[config.mk]
export PLATFORM = sky130hd
export DESIGN_NAME = sha256_compress_core
export DESIGN_NICKNAME = d
export VERILOG_FILES = /design/src/rtl/sha256_pkg.sv /design/src/rtl/sha256_round.sv /design/src/rtl/sha256_compress_core.sv
export SDC_FILE = /design/constraint.sdc
export NUM_CORES = 2
export LEC_CHECK = 0
export BUFFER_PORTS_ARGS = -buffer_cell sky130_fd_sc_hd__buf_2
export CAP_MARGIN = 20
export CORE_ASPECT_RATIO = 1.75
export CORE_MARGIN = 5
export CORE_UTILIZATION = 37
export DETAILED_ROUTE_END_ITERATION = 10
export PLACE_DENSITY = 0.67
export SYNTH_ARGS = -nofsm -noshare
export SYNTH_HDL_FRONTEND = slang
export SYNTH_SLANG_ARGS = --single-unit
export TNS_END_PERCENT = 100
[constraint.sdc]
create_clock -name clk -period 25.4 [get_ports clk]
set_input_delay 5.08 -clock clk [delete_from_list [all_inputs] [get_ports clk]]
set_output_delay 5.08 -clock clk [all_outputs]
set_load 0.02 [all_outputs]
[src/rtl/sha256_pkg.sv]
// Shared SHA-256 constants, working-variable struct, FSM state type and
// the bitwise round helper functions used by the compression core.
package sha256_pkg;

    typedef enum logic [1:0] {
        IDLE = 2'd0,
        RUN  = 2'd1,
        DONE = 2'd2
    } state_t;

    // Field order puts a (H0) in the top 32 bits of the packed 256-bit view.
    typedef struct packed {
        logic [31:0] a;
        logic [31:0] b;
        logic [31:0] c;
        logic [31:0] d;
        logic [31:0] e;
        logic [31:0] f;
        logic [31:0] g;
        logic [31:0] h;
    } wv_t;

    localparam logic [255:0] IV = {
        32'h6a09e667, 32'hbb67ae85, 32'h3c6ef372, 32'ha54ff53a,
        32'h510e527f, 32'h9b05688c, 32'h1f83d9ab, 32'h5be0cd19
    };

    localparam logic [31:0] K [0:63] = '{
        32'h428a2f98, 32'h71374491, 32'hb5c0fbcf, 32'he9b5dba5,
        32'h3956c25b, 32'h59f111f1, 32'h923f82a4, 32'hab1c5ed5,
        32'hd807aa98, 32'h12835b01, 32'h243185be, 32'h550c7dc3,
        32'h72be5d74, 32'h80deb1fe, 32'h9bdc06a7, 32'hc19bf174,
        32'he49b69c1, 32'hefbe4786, 32'h0fc19dc6, 32'h240ca1cc,
        32'h2de92c6f, 32'h4a7484aa, 32'h5cb0a9dc, 32'h76f988da,
        32'h983e5152, 32'ha831c66d, 32'hb00327c8, 32'hbf597fc7,
        32'hc6e00bf3, 32'hd5a79147, 32'h06ca6351, 32'h14292967,
        32'h27b70a85, 32'h2e1b2138, 32'h4d2c6dfc, 32'h53380d13,
        32'h650a7354, 32'h766a0abb, 32'h81c2c92e, 32'h92722c85,
        32'ha2bfe8a1, 32'ha81a664b, 32'hc24b8b70, 32'hc76c51a3,
        32'hd192e819, 32'hd6990624, 32'hf40e3585, 32'h106aa070,
        32'h19a4c116, 32'h1e376c08, 32'h2748774c, 32'h34b0bcb5,
        32'h391c0cb3, 32'h4ed8aa4a, 32'h5b9cca4f, 32'h682e6ff3,
        32'h748f82ee, 32'h78a5636f, 32'h84c87814, 32'h8cc70208,
        32'h90befffa, 32'ha4506ceb, 32'hbef9a3f7, 32'hc67178f2
    };

    function automatic logic [31:0] rotr(input logic [31:0] x, input int unsigned n);
        logic [63:0] xx;
        xx = {x, x} >> n;
        return xx[31:0];
    endfunction

    function automatic logic [31:0] bsig0(input logic [31:0] x);
        return rotr(x, 2) ^ rotr(x, 13) ^ rotr(x, 22);
    endfunction

    function automatic logic [31:0] bsig1(input logic [31:0] x);
        return rotr(x, 6) ^ rotr(x, 11) ^ rotr(x, 25);
    endfunction

    function automatic logic [31:0] ssig0(input logic [31:0] x);
        return rotr(x, 7) ^ rotr(x, 18) ^ (x >> 3);
    endfunction

    function automatic logic [31:0] ssig1(input logic [31:0] x);
        return rotr(x, 17) ^ rotr(x, 19) ^ (x >> 10);
    endfunction

    function automatic logic [31:0] sig_ch(input logic [31:0] x, input logic [31:0] y,
                                           input logic [31:0] z);
        return (x & y) ^ (~x & z);
    endfunction

    function automatic logic [31:0] sig_maj(input logic [31:0] x, input logic [31:0] y,
                                            input logic [31:0] z);
        return (x & y) ^ (x & z) ^ (y & z);
    endfunction

    // Feed-forward: per-word add mod 2^32.
    function automatic wv_t wv_add(input wv_t x, input wv_t y);
        wv_t r;
        r.a = x.a + y.a;
        r.b = x.b + y.b;
        r.c = x.c + y.c;
        r.d = x.d + y.d;
        r.e = x.e + y.e;
        r.f = x.f + y.f;
        r.g = x.g + y.g;
        r.h = x.h + y.h;
        return r;
    endfunction

endpackage

[src/rtl/sha256_round.sv]
// One combinational SHA-256 round: working variables, K[t] and W[t] in,
// updated working variables out.
module sha256_round
    import sha256_pkg::*;
(
    input  wv_t         s_in,
    input  logic [31:0] k,
    input  logic [31:0] w,
    output wv_t         s_out
);

    logic [31:0] t1;
    logic [31:0] t2;

    always_comb begin
        t1 = s_in.h + bsig1(s_in.e) + sig_ch(s_in.e, s_in.f, s_in.g) + k + w;
        t2 = bsig0(s_in.a) + sig_maj(s_in.a, s_in.b, s_in.c);
        s_out.a = t1 + t2;
        s_out.b = s_in.a;
        s_out.c = s_in.b;
        s_out.d = s_in.c;
        s_out.e = s_in.d + t1;
        s_out.f = s_in.e;
        s_out.g = s_in.f;
        s_out.h = s_in.g;
    end

endmodule

[src/rtl/sha256_compress_core.sv]
// Iterative SHA-256 compression: UNROLL chained rounds per clock over a
// 16-word rolling message-schedule window, with chaining-value feed-forward.
module sha256_compress_core
    import sha256_pkg::*;
#(
    parameter int UNROLL = 1
) (
    input  logic         clk,
    input  logic         rst_n,
    input  logic         in_valid,
    output logic         in_ready,
    input  logic [255:0] chain_in,
    input  logic [511:0] block_in,
    output logic         out_valid,
    input  logic         out_ready,
    output logic [255:0] digest_out,
    output logic         busy
);

    if (UNROLL < 1 || UNROLL > 64 || (64 % UNROLL) != 0) begin : g_bad_unroll
        $error("sha256_compress_core: UNROLL=%0d must divide 64", UNROLL);
    end

    localparam logic [5:0] RND_LAST = 6'(64 - UNROLL);
    localparam logic [5:0] RND_STEP = 6'(UNROLL);

    state_t             state_q, state_d;
    wv_t                hin_q, hin_d;
    wv_t                work_q, work_d;
    wv_t                digest_q, digest_d;
    logic [15:0][31:0]  w_q, w_d;
    logic [15:0][31:0]  w_next;
    logic [5:0]         rnd_q, rnd_d;
    wv_t                st_last;

    // Extended schedule: slots 0..15 are the stored window, later slots are
    // derived on the fly so each cycle can consume UNROLL words.
    for (genvar i = 0; i < UNROLL + 16; i++) begin : g_w
        logic [31:0] wt;
        if (i < 16) begin : g_ld
            assign wt = w_q[i];
        end else begin : g_sc
            assign wt = ssig1(g_w[i-2].wt) + g_w[i-7].wt + ssig0(g_w[i-15].wt) + g_w[i-16].wt;
        end
    end

    for (genvar i = 0; i < 16; i++) begin : g_wnext
        assign w_next[i] = g_w[i+UNROLL].wt;
    end

    for (genvar j = 0; j < UNROLL; j++) begin : g_rnd
        wv_t si;
        wv_t so;
        if (j == 0) begin : g_first
            assign si = work_q;
        end else begin : g_chain
            assign si = g_rnd[j-1].so;
        end
        sha256_round u_round (
            .s_in  (si),
            .k     (K[rnd_q + 6'(j)]),
            .w     (g_w[j].wt),
            .s_out (so)
        );
    end

    assign st_last = g_rnd[UNROLL-1].so;

    always_comb begin
        state_d  = state_q;
        hin_d    = hin_q;
        work_d   = work_q;
        digest_d = digest_q;
        w_d      = w_q;
        rnd_d    = rnd_q;
        case (state_q)
            IDLE: begin
                if (in_valid) begin
                    hin_d  = chain_in;
                    work_d = chain_in;
                    for (int i = 0; i < 16; i++) begin
                        w_d[i] = block_in[511 - 32*i -: 32];
                    end
                    rnd_d   = '0;
                    state_d = RUN;
                end
            end
            RUN: begin
                work_d = st_last;
                w_d    = w_next;
                rnd_d  = rnd_q + RND_STEP;
                if (rnd_q == RND_LAST) begin
                    digest_d = wv_add(hin_q, st_last);
                    state_d  = DONE;
                end
            end
            DONE: begin
                if (out_ready) begin
                    state_d = IDLE;
                end
            end
            default: state_d = IDLE;
        endcase
    end

    always_ff @(posedge clk or negedge rst_n) begin
        if (!rst_n) begin
            state_q  <= IDLE;
            hin_q    <= '0;
            work_q   <= '0;
            digest_q <= '0;
            w_q      <= '0;
            rnd_q    <= '0;
        end else begin
            state_q  <= state_d;
            hin_q    <= hin_d;
            work_q   <= work_d;
            digest_q <= digest_d;
            w_q      <= w_d;
            rnd_q    <= rnd_d;
        end
    end

    assign in_ready   = (state_q == IDLE);
    assign out_valid  = (state_q == DONE);
    assign busy       = (state_q != IDLE);
    assign digest_out = digest_q;

endmodule

======== Word level (Yosys, flattened, before mapping) ========
Memory sizes are Yosys's and may differ from the RTL's.
Index checks and enable logic that the tools add are counted.
storage, ports and cells
  flip-flop bits (word level) ............. 1288
  bits in read-only memories .............. 2048
  output and inout port bits .............. 259
  memories ................................ 1
memory list
  memory           depth  bits a word  rd ports  clocked after Yosys merged registers in  wr ports  RTL line                    text
  (no name shown)  64     32           1         0                                        0         sha256_compress_core.sv:61  .k (K[rnd_q + 6'(j)]),
operators by class
  add/subtract/negate cells ............... 19
  order comparisons ....................... 1
  equality and inequality tests ........... 6
  muxes and demuxes ....................... 12
  bitwise gates (word level) .............. 18
  reduce and logical (&&, ||, !) cells .... 7
operators by type and width
  operator               number
  $pmux W512 S2          1
  $add A32 B32 Y32       18
  $mux W512              1
  $pmux W256 S2          1
  $xor A32 B32 Y32       9
  $mux W256              1
  $and A32 B32 Y32       5
  $mux W32               2
  $not A32 Y32           1
  $xor A32 B22 Y32       1
  $xor A32 B29 Y32       1
  $pmux W6 S2            1
  $ge A7 B7 Y1 const B   1
  $not A6 Y7             1
  $add A6 B1 Y6 const B  1
  $eq A6 B6 Y1 const B   1
  $mux W2                3
  $mux W6                1
  $pmux W2 S3            1
  $reduce_and A2 Y1      3
  $ne A2 B2 Y1 const B   2
  $reduce_bool A2 Y1     2
  $reduce_and A3 Y1      1
  $eq A2 B1 Y1 const B   1
  3 further kinds        3

======== Longest topological paths before layout ========
  depth after elaboration ................. 8
  depth in mapped cells ................... 47

======== Modules after synthesis ========
From an unflattened synthesis, not the netlist that was laid out.
second synthesis, totals
  cell total of the unflattened synthesis .. 10043
  area, all modules ....................... 82939.5 um2
modules (own cells, without submodules)
  module                times used  cells an instance  area each (um2)  seq. area each (um2)
  sha256_compress_core  1           8700               71941.5          32230.9
  sha256_round          1           1343               10998.0          0.0

======== Worst setup path after synthesis ========
Ideal clock, no wire load.
  path type ............................... register to register
  from .................................... reg rnd_q[2]
  to ...................................... reg digest_q, in the netlist digest_out[254]
  arrival time ............................ 8.774 ns
  required time ........................... 25.267 ns
  path slack .............................. 16.492 ns
  cell stages (with the launch flop) ...... 43
  period minus slack after synthesis ...... 8.908 ns
  cell sequence ........................... dfrtp_1 inv_1 clkbuf_1 clkbuf_1 ha_1 o21ai_0 o211ai_1 a21oi_1 a31oi_1 fa_1 ha_1 a21o_1 a21oi_1 o21bai_1 a21oi_1 nor2b_1 o21a_1 nor2_1 (+7 left out) o211ai_1 a21oi_1 o21ai_0 nand2b_1 a21boi_0 o21bai_1 xor2_1 ha_1 a21oi_1 nor2b_1 or3_1 o21ai_0 o21ai_0 a211o_1 a2111o_1 a31oi_1 xor2_1 o21ai_0
on the way
  word-level cells in the longest chain between the ends .. 8
  elaborated cells on any way between the ends .. 10
RTL lines
  what                                         RTL line                     text
  start: declaration                           sha256_compress_core.sv:33   logic [5:0] rnd_q, rnd_d;
  start signal: assignment                     sha256_compress_core.sv:120  rnd_q <= rnd_d;
  $not A6 Y7 (not written as such)             sha256_compress_core.sv:61
  $mem_v2 Z64 W32                              --
  $mux W32 (not written as such) (2 in a row)  sha256_compress_core.sv:61
  $add A32 B32 Y32 (2 in a row)                sha256_round.sv:16           t1 = s_in.h + bsig1(s_in.e) + sig_ch(s_in.e, s_in.f, s_in.g) + k + w;
  $add A32 B32 Y32                             sha256_round.sv:18           s_out.a = t1 + t2;
  $add A32 B32 Y32                             sha256_pkg.sv:82             r.a = x.a + y.a;
  end signal: assignment                       sha256_compress_core.sv:118  digest_q <= digest_d;
  end: declaration                             sha256_compress_core.sv:30   wv_t digest_q, digest_d;
Parallel ways exist; a longest one is shown, timed or not. The select of a mux whose other input is x is not followed.
A chain may end at the register's enable or synchronous reset.

======== Worst setup path after layout ========
  from .................................... reg rnd_q[0]
  to ...................................... reg digest_q, in the netlist digest_out[254]
The elaborated chain is that of the path after synthesis.

==> reports/results.tsv <==
metric	value	unit
status	completed	
number of distinct library cells after synthesis	86	
met2 wire length	177000	um
Via density	5.62	
grt ovf	0	
Ys Warns	0	
drt initial violations	7374	
RSZ-0062 raised after global routing	false	
root buf cell	clkbuf_16	
layout cell share with drive strength beyond 1	13.9	%
clock slew at the register clock pins of the worst setup and hold paths	0.07	ns
WL met1	127000	um
initial antenna violation count	70	
Tmin final	11.16	ns
Avg Cell Area, Syn	8.36	um^2
total global routing track utilization	32.4	%
total negative slack	0	ns
Post-synth top flop	dfrtp_1	
clock buffers created by TritonCTS	142	
routability cong.	1.01	
Max transition margin	11.6	%
Yosys reg bits	1288	
setup bufs post-CTS	0	
clk buf depth	4	
Post-DP HPWL	300000	um
Rows	224	
required time of the worst setup path	26.00	ns
Fillers	21300	
Final Hold Viols	0	
DR WL met3	28500	um
CTS sink cnt	1288	
crit end category	flip-flop	
Final Cycle Share	43.9	%
crit path kind	reg2reg	
Pre-antenna DRT Iters	6	
Max Cap Viol	0	
CP Buf/Inv Count	4	
PortBufs	1030	
Post-CTS Resized	0	
largest net degree at the start of global routing	220	
Slowest cell on crit path	dfrtp_1	
Max Used Layer	met5	
DR WL/cell	28.8	um
Layout area overhead	15.1	%
Seq/Total Area, Yosys	40.7	%
CTS tree	done	
Die Area	224000	um^2
leading cell types in the layout, fill and taps excluded	2481 x nand2_1, 1285 x dfrtp_1, 1029 x buf_2	
Worst Setup Start Kind	flip-flop	
DRC viols	0	
CP peak stage delay	0.79	ns
fmax	0.0896	GHz
FFs w/ async S/R, synth	100	%
core footprint	213000	um^2
worst hold path type	reg2reg	
initial core utilization	37.2	%
H-tree levels	4	
Final Max Tran Viols	0	
critical path arrival	11.76	ns
Top cell by count, worst path	o21ai_0	
DRT Wirelength	377000	um
Setup-failing EPs final	0	
antenna-violating nets left	0	
cts hold-fix bufs	0	
vias	73600	
clk_skew	0.0982	ns
worst skew pair latency	0.85	ns
EDFF count, synth	0	
Final #Nets	11500	
most common cell after layout, fill and taps aside	nand2_1	
worst-path maximum fanout	19	
Syn Nets	10800	
worst-margin pin slew	1.32	ns
I/O pin total	1031	
Largest delay share family, worst path	compound AO/OA/AOI/OAI gates	
cell area after synthesis	79200	um^2
vias in the first global route	73100	
global-route wire length before repair	528000	um
Post-Synthesis Cells	9467	
die height	622	um
die width	360	um
-- state kept, by name, indices dropped and copies added (netlist names) --
register	cells
digest_out	256
g_rnd.si	256
g_w.wt	512
hin_q	256
rnd_q	6
state_q	2
-- worst reg2reg max path: cells and delay by family (launching register included) --
kind | cells | cell delay (ns)
flops | 1 | 0.79
buf+inv | 4 | 0.58
simple gates | 8 | 1.49
compound gates | 21 | 4.89
fa+ha+maj | 6 | 2.50
xor+xnor | 3 | 0.68
-- cells in the mapped netlist, drive strengths merged, types with 38 or more instances --
master / n / area share (%)
nand2: 2483 / 12
a31oi: 741 / 5.9
xor2: 244 / 2.7
nor2: 901 / 4.3
fa: 196 / 5.0
nor3: 60 / 0.38
nor2b: 50 / 0.40
nand2b: 58 / 0.46
dfrtp: 1288 / 41
o21a: 44 / 0.42
nand3: 90 / 0.57
a21oi: 348 / 2.2
a21o: 177 / 1.7
a211oi: 42 / 0.40
ha: 403 / 6.4
o22ai: 38 / 0.30
clkbuf: 566 / 2.7
inv: 431 / 2.0
o21bai: 54 / 0.51
xnor2: 328 / 3.6
mux2: 40 / 0.57
o21ai: 462 / 2.9
-- kinds of logic (layout without fill, tap and decap cells) --
family                   Yosys count  in the layout  share of synthesized area [%]
adder cells (fa/ha/maj)          617            617                           11.6
multiplexers                      63             63                          0.970
buffers and inverters           1029           1796                           4.88
other                              0             34                              0
AO/OA/AOI/OAI                   2102           2102                           16.4
flip-flops                      1288           1288                           40.7
AND/OR/NAND/NOR                 3796           3796                           19.1
XOR/XNOR                         572            572                           6.33
-- cell type report --
| cell class | instances | area, um^2 | share of cell area (%) |
|---|---|---|---|
| clock buffers | 194 | 4040 | 4.43 |
| inverters | 433 | 1630 | 1.78 |
| diodes | 34 | 85.1 | 0.0933 |
| well taps | 2825 | 3530 | 3.88 |
| flip-flops and latches | 1288 | 32200 | 35.4 |
| multi-input cells | 7150 | 43100 | 47.3 |
| clock inverters | 46 | 484 | 0.531 |
| repair buffers | 1123 | 6010 | 6.59 |
-- final timing paths --
| check | start | endpoint | slack (ns) | cells after the start |
|---|---|---|---|---|
| max | rnd_q[0] | digest_out[254] | 14.24 | 42 |
| min | digest_out[181] | digest_out[181] | 0.47 | 2 |
| max reg2reg | rnd_q[0] | digest_out[254] | 14.24 | 42 |
| min reg2reg | digest_out[181] | digest_out[181] | 0.47 | 2 |
| max in group asynchronous | rst_n | g_w[14].wt[8] | 16.60 | 6 |
| min in group asynchronous | rst_n | digest_out[142] | 4.25 | 1 |
-- stage by stage --
| step | hold WS, ns | util (%) | setup slack, ns | cells | area [um^2] |
|---|---|---|---|---|---|
| after global routing | 0.488 | 42.8 | 13.46 | 13100 | 91100 |
| final | 0.468 | 42.8 | 14.24 | 13100 | 91200 |
| after detailed placement | 0.454 | 40.6 | 14.43 | 12800 | 86500 |
| after floorplan | 0.452 | - | 16.49 | 9467 | 79200 |
| after CTS | 0.468 | 42.7 | 14.30 | 13100 | 91000 |
| after global placement | 0.449 | 40.6 | 14.47 | 12800 | 86500 |
-- metal layers --
metal  GRT usage (%)  up-vias
met5               0        -
met4            29.5       64
met3            6.88     1085
met2            53.8     3698
met1            34.5    35700
li1                -    33100
Power is left out: the tool's default activity adds up to more than one toggle a clock period on the data nets, which glitch-free logic cannot reach.
